<file path="config.mk">
export PLATFORM = sky130hd
export DESIGN_NAME = riscv_ifetch_flat
export DESIGN_NICKNAME = d
export VERILOG_FILES = /design/src/rtl/riscv_ifetch_if.sv /design/src/rtl/riscv_ifetch.sv /design/src/flat_wrapper.sv
export SDC_FILE = /design/constraint.sdc
export NUM_CORES = 1
export LEC_CHECK = 0
export CAP_MARGIN = 20
export CELL_PAD_IN_SITES_DETAIL_PLACEMENT = 0
export CELL_PAD_IN_SITES_GLOBAL_PLACEMENT = 2
export CORE_MARGIN = 2
export CORE_UTILIZATION = 25
export CTS_CLUSTER_SIZE = 25
export DETAILED_ROUTE_END_ITERATION = 12
export GPL_TIMING_DRIVEN = 0
export PLACE_DENSITY = 0.76
export RECOVER_POWER = 25
export SLEW_MARGIN = 20
export SYNTH_ARGS = -nofsm -noshare
export SYNTH_HDL_FRONTEND = slang
export SYNTH_SLANG_ARGS = --single-unit
</file>
<file path="constraint.sdc">
create_clock -name clk -period 2.6 [get_ports clk]
set_clock_uncertainty 0.05 [all_clocks]
set_input_delay 0.52 -clock clk [delete_from_list [all_inputs] [get_ports clk]]
set_output_delay 0.52 -clock clk [all_outputs]
set_load 0.02 [all_outputs]
</file>
<file path="src/rtl/riscv_ifetch_if.sv">
// Fetch-side bundle: PC request, ROM read port, decode handshake and flush.
interface riscv_ifetch_if #(
    parameter int ADDR_W = 8,
    parameter int DATA_W = 32
);
    logic [ADDR_W-1:0] pc_addr;
    logic              pc_valid;
    logic              pc_ready;
    logic              mem_rd_en;
    logic [ADDR_W-1:0] mem_addr;
    logic [DATA_W-1:0] mem_rdata;
    logic [DATA_W-1:0] instr;
    logic [ADDR_W-1:0] instr_pc;
    logic              instr_valid;
    logic              instr_ready;
    logic              flush;

    modport slave (
        input  pc_addr, pc_valid, mem_rdata, instr_ready, flush,
        output pc_ready, mem_rd_en, mem_addr, instr, instr_pc, instr_valid
    );

    modport master (
        output pc_addr, pc_valid, mem_rdata, instr_ready, flush,
        input  pc_ready, mem_rd_en, mem_addr, instr, instr_pc, instr_valid
    );
endinterface

</file>
<file path="src/rtl/riscv_ifetch.sv">
// Credit-based instruction fetch: issues ROM reads only when a buffer slot
// is reserved, buffers returned words with their PC, and hands them to decode.
module riscv_ifetch #(
    parameter int DEPTH  = 3,
    parameter int ADDR_W = 8,
    parameter int DATA_W = 32
) (
    input logic            clk,
    input logic            rst,
    riscv_ifetch_if.slave  bus
);
    localparam int PTR_W = $clog2(DEPTH);
    localparam int OCC_W = $clog2(DEPTH + 1);

    logic [OCC_W-1:0]              occ;
    logic                          inflight;
    logic [PTR_W-1:0]              wr_ptr, rd_ptr;
    logic [ADDR_W-1:0]             tag;
    logic [DEPTH-1:0][DATA_W-1:0]  data_q;
    logic [DEPTH-1:0][ADDR_W-1:0]  pc_q;
    logic                          accept, push, pop;

    function automatic logic [PTR_W-1:0] next_ptr(input logic [PTR_W-1:0] p);
        return (p == PTR_W'(DEPTH - 1)) ? '0 : p + PTR_W'(1);
    endfunction

    // Credit check uses only registered state, so decode back-pressure
    // never reaches the PC enable combinationally.
    assign bus.pc_ready    = !rst && !bus.flush && ((32'(occ) + 32'(inflight)) < 32'(DEPTH));
    assign accept          = bus.pc_valid && bus.pc_ready;
    assign bus.mem_rd_en   = accept;
    assign bus.mem_addr    = bus.pc_addr;

    assign bus.instr_valid = !rst && (occ != '0);
    assign bus.instr       = data_q[rd_ptr];
    assign bus.instr_pc    = pc_q[rd_ptr];

    assign push = inflight;
    assign pop  = bus.instr_valid && bus.instr_ready;

    always_ff @(posedge clk) begin
        if (rst) begin
            occ      <= '0;
            inflight <= 1'b0;
            wr_ptr   <= '0;
            rd_ptr   <= '0;
            tag      <= '0;
            data_q   <= '0;
            pc_q     <= '0;
        end else if (bus.flush) begin
            // The return and pop landing in this cycle are dropped along
            // with everything already buffered.
            occ      <= '0;
            inflight <= 1'b0;
            wr_ptr   <= '0;
            rd_ptr   <= '0;
        end else begin
            inflight <= accept;
            if (accept) tag <= bus.pc_addr;
            if (push) begin
                data_q[wr_ptr] <= bus.mem_rdata;
                pc_q[wr_ptr]   <= tag;
                wr_ptr         <= next_ptr(wr_ptr);
            end
            if (pop) rd_ptr <= next_ptr(rd_ptr);
            occ <= occ + OCC_W'(push) - OCC_W'(pop);
        end
    end
endmodule

</file>
<file path="src/flat_wrapper.sv">
// flat-port wrapper written by rule: the top's interface ports become plain ports
module riscv_ifetch_flat 
#(
    parameter int DEPTH  = 3,
    parameter int ADDR_W = 8,
    parameter int DATA_W = 32
)
  (clk, rst, bus_pc_addr, bus_pc_valid, bus_mem_rdata, bus_instr_ready, bus_flush, bus_pc_ready, bus_mem_rd_en, bus_mem_addr, bus_instr, bus_instr_pc, bus_instr_valid);
  riscv_ifetch_if #(.ADDR_W(ADDR_W), .DATA_W(DATA_W)) bus_i ();
  input logic clk;
  input logic rst;
  input wire logic [$bits(bus_i.pc_addr)-1:0] bus_pc_addr;
  input wire logic [$bits(bus_i.pc_valid)-1:0] bus_pc_valid;
  input wire logic [$bits(bus_i.mem_rdata)-1:0] bus_mem_rdata;
  input wire logic [$bits(bus_i.instr_ready)-1:0] bus_instr_ready;
  input wire logic [$bits(bus_i.flush)-1:0] bus_flush;
  output wire logic [$bits(bus_i.pc_ready)-1:0] bus_pc_ready;
  output wire logic [$bits(bus_i.mem_rd_en)-1:0] bus_mem_rd_en;
  output wire logic [$bits(bus_i.mem_addr)-1:0] bus_mem_addr;
  output wire logic [$bits(bus_i.instr)-1:0] bus_instr;
  output wire logic [$bits(bus_i.instr_pc)-1:0] bus_instr_pc;
  output wire logic [$bits(bus_i.instr_valid)-1:0] bus_instr_valid;
  assign bus_i.pc_addr = bus_pc_addr;
  assign bus_i.pc_valid = bus_pc_valid;
  assign bus_i.mem_rdata = bus_mem_rdata;
  assign bus_i.instr_ready = bus_instr_ready;
  assign bus_i.flush = bus_flush;
  assign bus_pc_ready = bus_i.pc_ready;
  assign bus_mem_rd_en = bus_i.mem_rd_en;
  assign bus_mem_addr = bus_i.mem_addr;
  assign bus_instr = bus_i.instr;
  assign bus_instr_pc = bus_i.instr_pc;
  assign bus_instr_valid = bus_i.instr_valid;
  riscv_ifetch #(.DEPTH(DEPTH), .ADDR_W(ADDR_W), .DATA_W(DATA_W)) u_core (.clk(clk), .rst(rst), .bus(bus_i));
endmodule
</file>
==> out/results.ini, run 1 <==
[run_status]
status = finished, final reports clean

[place]
portBuffers = 93
dp_cells = 1153
dpl.hpwl_um = 13000
place_ws_ns = -0.438
place.gp.congestion = 0.720

[finish]
final_common_cell = nand2_1
nets = 912
stdcell_count = 1189
drive_above_1_share_pct = 13.2
n_fill_cell = 2420
antenna_cells = 0
final_cell_mix = nand2_1, dfxtp_1, a21oi_1
syn_to_final_growth_pct = 34.7

[global_route]
grt_pass1_vias = 5156
track_usage_pct = 16.1
grt_max_degree = 17
grt_remaining_overflow = 0
grt_pass1_wl_um = 30000
antenna_found_initial = 0

[clock_network]
clockBufferDepth = 2
clkTransAtPathRegs_ns = 0.06
clkLatencyLatePin_ns = 0.42
postCtsHoldBufs = 0
tritoncts = done
cts.sinks = 135
cts-root-buf = clkbuf_16
htree_levels = 4
cts_made_buffers = 17

[min_path]
worstHoldStart = bus_flush
holdCritPathClass = in2reg

[critical_path]
r2r_start = u_core.occ[0]
critical_path_class = reg2out
required_ns = 2.03
crit_slowest_cell = dfxtp_2
path_max_fanout = 3
startpoint_type = flop
cpPeakStageDelay_ns = 0.34
critical_path.cell_chain = ha_2, ha_4, a2111oi_4, clkbuf_1, clkdlybuf4s15_2
path_delay_family = buffers and inverters
crit_start = u_core.occ[0]
path_buf_inv = 2
cp.arrival_ns = 1.91
critPathCaptureType = output pin

[sta]
maxSlewHeadroom_pct = 54.8
period_needed_ns = 2.48
post-route-period-util_pct = 95.5
hold_violations = 0
fin_hold_ws_ns = 0.393
maxSlewViolCount = 0
tightest_slew_ns = 0.677
fin_setup_tns_ns = 0
grt_setup_unrepaired = no
fmax_mhz = 403
setup_viol = 0
setup_ws_ns = 0.118

[synthesis]
synth_cells = 747
ys_types = 31
synthTopCellsByArea = dfxtp_1, nand2_1, a21oi_1
ys_ff_latch = 135
syn_area_sq_um = 5830
yosys.area.top_type = dfxtp_1
yosysSeqAreaShare_pct = 46.3
synth_nets = 796
synth_top_cell_area_share_pct = 46.3
ys_warn_count = 0
syn_area_per_cell_sq_um = 7.81

[die]
core-area_sq_um = 22800
dieArea_sq_um = 24600
die_h_um = 157
rows = 55
die_w_um = 157
ios = 96
initial_core_util_pct = 25.6

[power]
total_power_mw = 5.01
power_density_nw_per_um2 = 637
ir_drop_uv = 387
power_leakage_nw = 2.71

[routing]
routed_wl_um = 19000
drt_iter0_drc = 277
detail_route.first_pass.iterations = 4
post_drt_wl_per_cell_um = 16.0
postRouteAntennaNets = 0
vias_per_cell = 4.45
drc = 0
vias = 5286

[run]
cap_violations = 0

==> cell usage after synthesis <==
cell / number
inv_1: 3
and3b_1: 1
nor3_1: 2
dfxtp_1: 135
buf_1: 2
ha_1: 4
nand2_1: 272
nand2_2: 10
nor4b_2: 1
clkbuf_1: 36
and4bb_2: 2
nor2b_1: 2
mux2i_1: 40
xnor2_1: 2
nand2b_1: 8
a21oi_2: 10
nand4bb_1: 2
buf_4: 10
o21ai_0: 27
o22ai_1: 23
o21ba_2: 1
buf_6: 6
nor3b_1: 1
buf_2: 16
and2_1: 5
a2111oi_0: 1
nand4_1: 2
nor2_1: 2
or4b_4: 1
nand3_1: 8
a21oi_1: 112
==> sequential cells by signal, summed over array words and instances, names as in the netlist <==
register,flops
u_core.data_q,96
u_core.rd_ptr,2
u_core.inflight,1
u_core.wr_ptr,2
u_core.occ,2
u_core.pc_q,24
u_core.tag,8
==> layer usage <==
metal / part of all wire, % / global-route usage (%) / routed length [um] / vias up
met4: 0.41 / 3.41 / 78 / 0
met3: 4.3 / 3.49 / 821 / 4
met1: 48 / 22.2 / 9170 / 2478
li1: - / - / - / 2703
met2: 47 / 26.0 / 8930 / 101
met5: 0 / 0 / 0 / -
==> what timing repair did <==
action,4_1_cts,5_1_grt
pin swaps,1,0
setup endpoints to repair,42,32
setup buffers,4,1
gates resized for setup,90,16
==> logic make-up after synthesis <==
| logic type | share of synthesized area, % |
|---|---|
| adders and majority gates | 0.858 |
| muxes | 6.86 |
| DFF | 46.3 |
| buffers and inverters | 6.46 |
| and+or+nand+nor | 23.0 |
| AOI/OAI and AO/OA | 16.2 |
| xor gates and xnor gates | 0.300 |
==> where the power goes <==
part	internal [mW]	switching, mW	leakage (nW)
clock network	1.64	0.965	0.304
logic	0.131	0.164	1.31
registers	2.09	0.0164	1.09
==> cell type report <==
type,instances,area (sq um),share of cell area [%]
timing repair buffer,98,895,11.4
multi-input combinational,539,2790,35.5
buffer,69,427,5.43
inverter,3,11.3,0.143
clock buffer,18,439,5.59
sequential,135,2700,34.4
tap,313,392,4.99
clock inverter,14,196,2.50
==> final timing paths <==
path / end / cells after the start / slack [ns]
worst max register to register: u_core.tag[2] / 7 / 0.67
worst min register to register: u_core.pc_q[22] / 2 / 0.40
worst min-delay path: u_core.wr_ptr[1] / 2 / 0.39
worst max-delay path: bus_pc_ready / 5 / 0.12
==> through the flow <==
stage / util [%] / instance area, sq um
6_report: 34.5 / 7860
5_1_grt: 34.5 / 7860
4_1_cts: 34.6 / 7890
3_5_place_dp: 31.4 / 7160
3_3_place_gp: 31.4 / 7160
2_1_floorplan: - / 5830
(Power assumes the default switching activity.)
==> inputs of run 2 (changes only) <==
--- a/config.mk
+++ b/config.mk
@@ -6,4 +6,5 @@
 export NUM_CORES = 1
 export LEC_CHECK = 0
+export ABC_AREA = 1
 export CAP_MARGIN = 20
 export CELL_PAD_IN_SITES_DETAIL_PLACEMENT = 0
@@ -11,8 +12,9 @@
 export CORE_MARGIN = 2
 export CORE_UTILIZATION = 25
+export CTS_BUF_LIST = sky130_fd_sc_hd__clkbuf_16
 export CTS_CLUSTER_SIZE = 25
 export DETAILED_ROUTE_END_ITERATION = 12
 export GPL_TIMING_DRIVEN = 0
-export PLACE_DENSITY = 0.76
+export PLACE_DENSITY = 0.77
 export RECOVER_POWER = 25
 export SLEW_MARGIN = 20
==> constraint.sdc (replaced) <==
create_clock -name clk -period 2.6 [get_ports clk]
set_clock_uncertainty 0.05 [all_clocks]
set_input_delay 0.39 -clock clk [delete_from_list [all_inputs] [get_ports clk]]
set_output_delay 0.39 -clock clk [all_outputs]
set_load 0.02 [all_outputs]
==> run 2 against run 1 <==
Cell count increased by 4.0%. Register-to-register slack improved by 0.21 ns. Global-route usage fell by 0.26 points. Core utilization down 0.29 points. Non-clock buffer count down 7. Combinational power grew 28%. Sequential power barely moved. Synthesized cell count is 6.4% higher. Flip-flop and latch count is the same. Clock power about the same. Total power rose by 2.2%. Sequential share of layout area increased by 0.28 points. Critical path type unchanged. Largest power group unchanged.
==> out/results.ini, run 2 <==
[die]
dieArea_sq_um = 24600  ; +0.18%
core-area_sq_um = 22800  ; unchanged
rows = 55  ; unchanged
ios = 96  ; unchanged
die_w_um = 157  ; about the same
die_h_um = 157  ; about the same
initial_core_util_pct = 25.7  ; +0.049 points

[finish]
largest_reg_flops = 96  ; unchanged
n_fill_cell = 2512  ; +3.8%
final_util_pct = 34.2  ; -0.29 points
final_cell_mix = nor2_1, o21ai_0, dfxtp_1
stdcell_count = 1236  ; +4.0%
syn_to_final_growth_pct = 33.3
reg.largest.list = u_core.data_q (96), u_core.pc_q (24), u_core.tag (8)
antenna_cells = 0  ; unchanged
final_common_cell = nor2_1
drive_above_1_share_pct = 11.7  ; -1.5 points
seq_area_sq_um = 2700  ; about the same
nets = 959  ; +5.2%
top_register = u_core.data_q
multi_input_area_sq_um = 2630  ; -5.9%
design_area_sq_um = 7790  ; -0.84%

[synthesis]
synth_nets = 844  ; +6.0%
synth_top_family_by_area = simple AND/OR/NAND/NOR gates
synth_flop_cell = dfxtp_1
synthTopCellsByArea = dfxtp_1, nor2_1, o21ai_0
ys_warn_count = 0  ; unchanged
yosys.area.top_type = dfxtp_1
synth_compound_area_share_pct = 17.9  ; +1.7 points
ys_ff_latch = 135  ; unchanged
synth_async_sr_flop_share_pct = 0  ; unchanged
synth_commonest_cells = nor2_1, dfxtp_1, o21ai_0
yosysSeqAreaShare_pct = 46.2  ; -0.089 points
synth-edff-count = 0  ; unchanged
syn_area_sq_um = 5840  ; +0.19%
synthMuxAreaShare_pct = 0  ; -6.9 points
synth-xor-area-share_pct = 0.300  ; -0.00058 points
ys_types = 25  ; -19%
synth_top_cell_area_share_pct = 46.2  ; -0.089 points
yosys.area_share.simple_pct = 25.9  ; +2.9 points
synth_most_common_cell = nor2_1
syn_area_per_cell_sq_um = 7.35  ; -5.9%
synth_adder_area_share_pct = 0.856  ; -0.0017 points
synth_cells = 795  ; +6.4%

[sta]
hold_violations = 0  ; unchanged
setup_ws_ns = 0.0870  ; -0.0310 ns
setup_viol = 0  ; unchanged
grt_setup_unrepaired = no
fin_setup_tns_ns = 0  ; unchanged
post-route-period-util_pct = 96.7  ; +1.2 points
maxSlewHeadroom_pct = 53.7  ; -1.1 points
fin_hold_ws_ns = 0.425  ; +0.0324 ns
fmax_mhz = 398  ; -1.2%
period_needed_ns = 2.51  ; +0.0310 ns
tightest_slew_ns = 0.694  ; +0.0169 ns
maxSlewViolCount = 0  ; unchanged

[routing]
postRouteAntennaNets = 0  ; unchanged
vias_per_cell = 4.30  ; -3.3%
post_drt_wl_per_cell_um = 15.4  ; -3.9%
detail_route.first_pass.iterations = 4  ; unchanged
drt_iter0_drc = 253  ; -8.7%
drc = 0  ; unchanged
routed_wl_um = 19000  ; -0.11%
vias = 5312  ; +0.49%

[min_path]
holdCritPathClass = reg2reg

[place]
place_ws_ns = -0.286  ; +0.153 ns
place.gp.congestion = 0.741  ; +3.0%
dpl.hpwl_um = 13000  ; about the same
portBuffers = 95  ; +2.2%
dp_cells = 1203  ; +4.3%
place_area_sq_um = 7190  ; +0.44%

[clock_network]
cts-root-buf = clkbuf_16
clockBufferDepth = 2  ; unchanged
clkLatencyLatePin_ns = 0.42  ; about the same
cts.sinks = 135  ; unchanged
cts_made_buffers = 17  ; unchanged
clkTransAtPathRegs_ns = 0.06  ; about the same
tritoncts = done
postCtsHoldBufs = 0  ; unchanged
htree_levels = 4  ; unchanged

[critical_path]
critPathCaptureType = output pin
required_ns = 2.16  ; +0.13 ns
cp.arrival_ns = 2.07  ; +0.16 ns
path_max_fanout = 10  ; +7
critical_path_class = reg2out
critical_path.cell_chain = inv_1, clkbuf_2, nand3_1, nand2_1, clkdlybuf4s50_1
cpPeakStageDelay_ns = 0.61  ; +0.27 ns
crit_slowest_cell = clkdlybuf4s50_1
startpoint_type = flop

[global_route]
grt_remaining_overflow = 0  ; unchanged
track_usage_pct = 15.9  ; -0.26 points
grt_pass1_wl_um = 29200  ; -2.7%
grt_max_degree = 17  ; unchanged
grt_pass1_vias = 5136  ; -0.39%
antenna_found_initial = 0  ; unchanged

[power]
power_leakage_nw = 3.21  ; +18%
ir_drop_uv = 399  ; +3.1%
power_density_nw_per_um2 = 657  ; +3.0%
total_power_mw = 5.11  ; +2.2%

[run]
cap_violations = 0  ; unchanged

[run_status]
status = finished, final reports clean

-- run 2: cell types whose count changed after synthesis, sizes merged, moves of 5 or more --
cell	before	now
inv	3	27
nor2	2	283
a21oi	122	4
and2	5	0
nand2b	8	0
a22oi	0	23
nand3	8	25
o21ai	27	154
mux2i	40	0
nand2	282	73
clkbuf	36	30
o22ai	23	0
-- run 2: path summary, 6_finish.rpt --
kind	slack [ns]	endpoint	startpoint	depth (start not counted)
worst max-delay path	0.09	bus_instr[26]	u_core.rd_ptr[0]	5
worst min-delay path	0.42	u_core.data_q[64]	u_core.data_q[64]	2
worst max register to register	0.88	u_core.pc_q[16]	u_core.inflight	6
worst min register to register	0.42	u_core.data_q[64]	u_core.data_q[64]	2
-- run 2: layout make-up --
class / instances / area share [%]
clock buffers: 17 / 5.46
multi-input cells: 569 / 33.7
flip-flops and latches: 135 / 34.7
plain buffers: 64 / 5.43
repair buffers: 96 / 11.7
well taps: 313 / 5.03
clock inverters: 15 / 2.68
inverters: 27 / 1.30
-- run 2: power breakdown --
| part | leakage [nW] | internal, mW | switching, mW | total [mW] |
|---|---|---|---|---|
| combinational | 1.81 | 0.167 | 0.212 | 0.379 |
| sequential | 1.09 | 2.10 | 0.0215 | 2.12 |
| clock | 0.302 | 1.69 | 0.927 | 2.61 |
-- run 2: worst max-delay path: cells and delay by family, from the launching register on --
kind,cells,cell delay (ns)
buffers and inverters,3,1.10
and+or+nand+nor,2,0.23
DFF,1,0.33
-- run 2: routing by layer --
layer	GRT usage (%)	part of all wire (%)
met1	21.0	48
met2	25.6	46
met3	3.66	4.7
met4	5.02	1.2
met5	0	0
-- run 2: kinds of logic (layout without fill, tap and decap cells) --
family          count (synthesis)  count (layout)
compound gates                181             181
fa+ha+maj                       4               4
xor+xnor                        2               2
simple gates                  382             382
flops                         135             135
buf+inv                        91             219
-- run 2: what timing repair did --
item	4_1_cts	5_1_grt
resized for setup	55	0
hold endpoints to repair	0	0
setup endpoints to repair	41	1
buffers inserted	0	1
==> inputs of run 3 (changes only) <==
SKIP_CTS_REPAIR_TIMING = 1   (was not set)
==> run 3 against run 2 <==
Design area is 1.6% higher. Non-clock buffer count is 1 lower. Combinational power is 2% higher. Routed wire length hardly changed. Die area stayed put. Register-to-register slack worse by 0.09 ns. Critical path depth is 3 higher. Total power is 0.25% higher.
==> out/results.ini, run 3 (same netlist as run 2, synthesis figures left out) <==
[global_route]
track_usage_pct = 15.8  ; -0.035 points
grt_remaining_overflow = 0  ; unchanged
grt_pass1_wl_um = 29200  ; -0.14%
grt_max_degree = 17  ; unchanged
grt_pass1_vias = 5137  ; +0.019%
antenna_found_initial = 0  ; unchanged

[die]
core-area_sq_um = 22800  ; unchanged
initial_core_util_pct = 25.7  ; unchanged
die_w_um = 157  ; unchanged
ios = 96  ; unchanged
dieArea_sq_um = 24600  ; unchanged
rows = 55  ; unchanged
die_h_um = 157  ; unchanged

[sta]
fin_hold_ws_ns = 0.425  ; +0.000131 ns
fmax_mhz = 399  ; +0.28%
period_needed_ns = 2.51  ; -0.00713 ns
setup_viol = 0  ; unchanged
post-route-period-util_pct = 96.4  ; -0.27 points
maxSlewHeadroom_pct = 54.8  ; +1.1 points
grt_setup_unrepaired = no
maxSlewViolCount = 0  ; unchanged
setup_ws_ns = 0.0941  ; +0.00713 ns
hold_violations = 0  ; unchanged
tightest_slew_ns = 0.678  ; -0.0160 ns

[finish]
design_area_sq_um = 7910  ; +1.6%
n_fill_cell = 2494  ; -0.72%
reg.largest.list = u_core.data_q (96), u_core.pc_q (24), u_core.tag (8)
nets = 958  ; -0.10%
antenna_cells = 0  ; unchanged
largest_reg_flops = 96  ; unchanged
final_cell_mix = nor2_1, o21ai_0, dfxtp_1
drive_above_1_share_pct = 11.5  ; -0.20 points
final_common_cell = nor2_1
top_register = u_core.data_q
syn_to_final_growth_pct = 35.4

[routing]
vias = 5349  ; +0.70%
met1Wirelength_um = 9100  ; -1.2%
postRouteAntennaNets = 0  ; unchanged
wl_met3_um = 834  ; -7.1%
drc = 0  ; unchanged
post_drt_wl_per_cell_um = 15.4  ; about the same
routed_wl_um = 19000  ; about the same
drt_iter0_drc = 266  ; +5.1%
top_layer = met4
vias_per_cell = 4.33  ; +0.78%
detail_route.first_pass.iterations = 5  ; +1
wl_met2_um = 8800  ; +1.6%

[critical_path]
critPathCaptureType = output pin
critical_path.cell_chain = buf_2, inv_2, buf_6, nand2_2, inv_2, a22oi_1, nand2_1, clkdlybuf4s50_1
reg2regPathDepth = 6  ; unchanged
path_max_fanout = 10  ; unchanged
required_ns = 2.16  ; about the same
critical_path_class = reg2out
cpPeakStageDelay_ns = 0.61  ; about the same
rrSetupSlack_ns = 0.79  ; -0.09 ns
crit_slowest_cell = clkdlybuf4s50_1
timing.rr.end = u_core.pc_q[16]
cpMostUsedCell = inv_2
startpoint_type = flop
cp.arrival_ns = 2.07  ; about the same
r2r_start = u_core.inflight

[power]
power_leakage_nw = 3.73  ; +16%
ir_drop_uv = 399  ; about the same
pwr-share-clk_pct = 51.0  ; about the same
switching_share_pct = 22.7  ; about the same
switchingPower_mw = 1.16  ; +0.20%
power_density_nw_per_um2 = 648  ; -1.3%
pwr-share-seq_pct = 41.4  ; about the same
pwr-share-comb_pct = 7.6  ; +0.2 points
total_power_mw = 5.13  ; +0.25%
p_int_mw = 3.96  ; +0.26%

[place]
place.gp.congestion = 0.741  ; unchanged
place_ws_ns = -0.286  ; unchanged
dpl.hpwl_um = 13000  ; unchanged
portBuffers = 95  ; unchanged
place_area_sq_um = 7190  ; unchanged

[clock_network]
cts-root-buf = clkbuf_16
cts_made_buffers = 17  ; unchanged
cts.sinks = 135  ; unchanged
clockBufferDepth = 2  ; unchanged
clkTransAtPathRegs_ns = 0.06  ; about the same
tritoncts = done
htree_levels = 4  ; unchanged
clkLatencyLatePin_ns = 0.42  ; about the same

[run_status]
status = finished, final reports clean

[run]
cap_violations = 0  ; unchanged

[min_path]
holdCritPathClass = reg2reg
worstHoldStart = u_core.data_q[64]
hold_depth = 2  ; unchanged
holdPathEnd = u_core.data_q[64]

[run 3: cell count changes in the layout (fill, tap and decap cells not counted)]
| cell | before | now |
|---|---|---|
| dlygate4sd2_1 | 40 | 0 |
| nand3_4 | 1 | 0 |
| dlymetal6s2s_1 | 0 | 40 |
| clkdlybuf4s15_2 | 1 | 0 |
| clkbuf_2 | 15 | 16 |
| buf_4 | 14 | 13 |
| nand3_1 | 24 | 25 |
[run 3: how the worst max path moves through the flow]
stage,start,slack (ns),cells after the start,to
2_1_floorplan,u_core.inflight,0.74,6,bus_mem_rd_en
3_3_place_gp,bus_flush,-0.32,6,bus_mem_rd_en
3_5_place_dp,bus_flush,-0.29,6,bus_mem_rd_en
4_1_cts,u_core.inflight,-0.46,7,bus_mem_rd_en
5_1_grt,u_core.rd_ptr[1],0.004,8,bus_instr[26]
6_report,u_core.rd_ptr[1],0.09,8,bus_instr[26]
[run 3: stage by stage]
stage | std cells | TNS, ns | util (%)
2_1_floorplan | 795 | 0 | -
3_3_place_gp | 1203 | -0.316 | 31.6
3_5_place_dp | 1203 | -0.286 | 31.6
4_1_cts | 1235 | -8.46 | 34.3
5_1_grt | 1235 | 0 | 34.7
6_report | 1235 | 0 | 34.7
[run 3: cell type report]
class / instances / area, sq um / share of cell area, %
plain buffers: 64 / 423 / 5.34
clock buffers: 17 / 425 / 5.38
clock inverters: 15 / 209 / 2.64
inverters: 27 / 101 / 1.28
multi-input cells: 569 / 2610 / 33.0
flip-flops and latches: 135 / 2700 / 34.2
well taps: 313 / 392 / 4.95
repair buffers: 95 / 1050 / 13.2
[run 3: routing by layer]
layer | vias to the layer above | track usage [%]
li1 | 2796 | -
met1 | 2436 | 21.0
met2 | 103 | 25.5
met3 | 14 | 3.66
met4 | 0 | 5.02
met5 | - | 0
[run 3: worst max-delay path: cells and delay by family, from the launching register on]
family / cells / cell delay, ns
AO/OA/AOI/OAI: 1 / 0.10
buffers and inverters: 5 / 1.10
flip-flops: 1 / 0.29
AND/OR/NAND/NOR: 2 / 0.16
[run 3: power by group through the flow]
| stage | logic, mW | registers [mW] | clock network (mW) |
|---|---|---|---|
| 2_1_floorplan | 0.198 | 2.16 | 0 |
| 3_3_place_gp | 0.401 | 2.17 | 0 |
| 3_5_place_dp | 0.400 | 2.17 | 0 |
| 4_1_cts | 0.402 | 2.12 | 2.67 |
| 5_1_grt | 0.432 | 2.13 | 2.76 |
| 6_report | 0.388 | 2.12 | 2.62 |
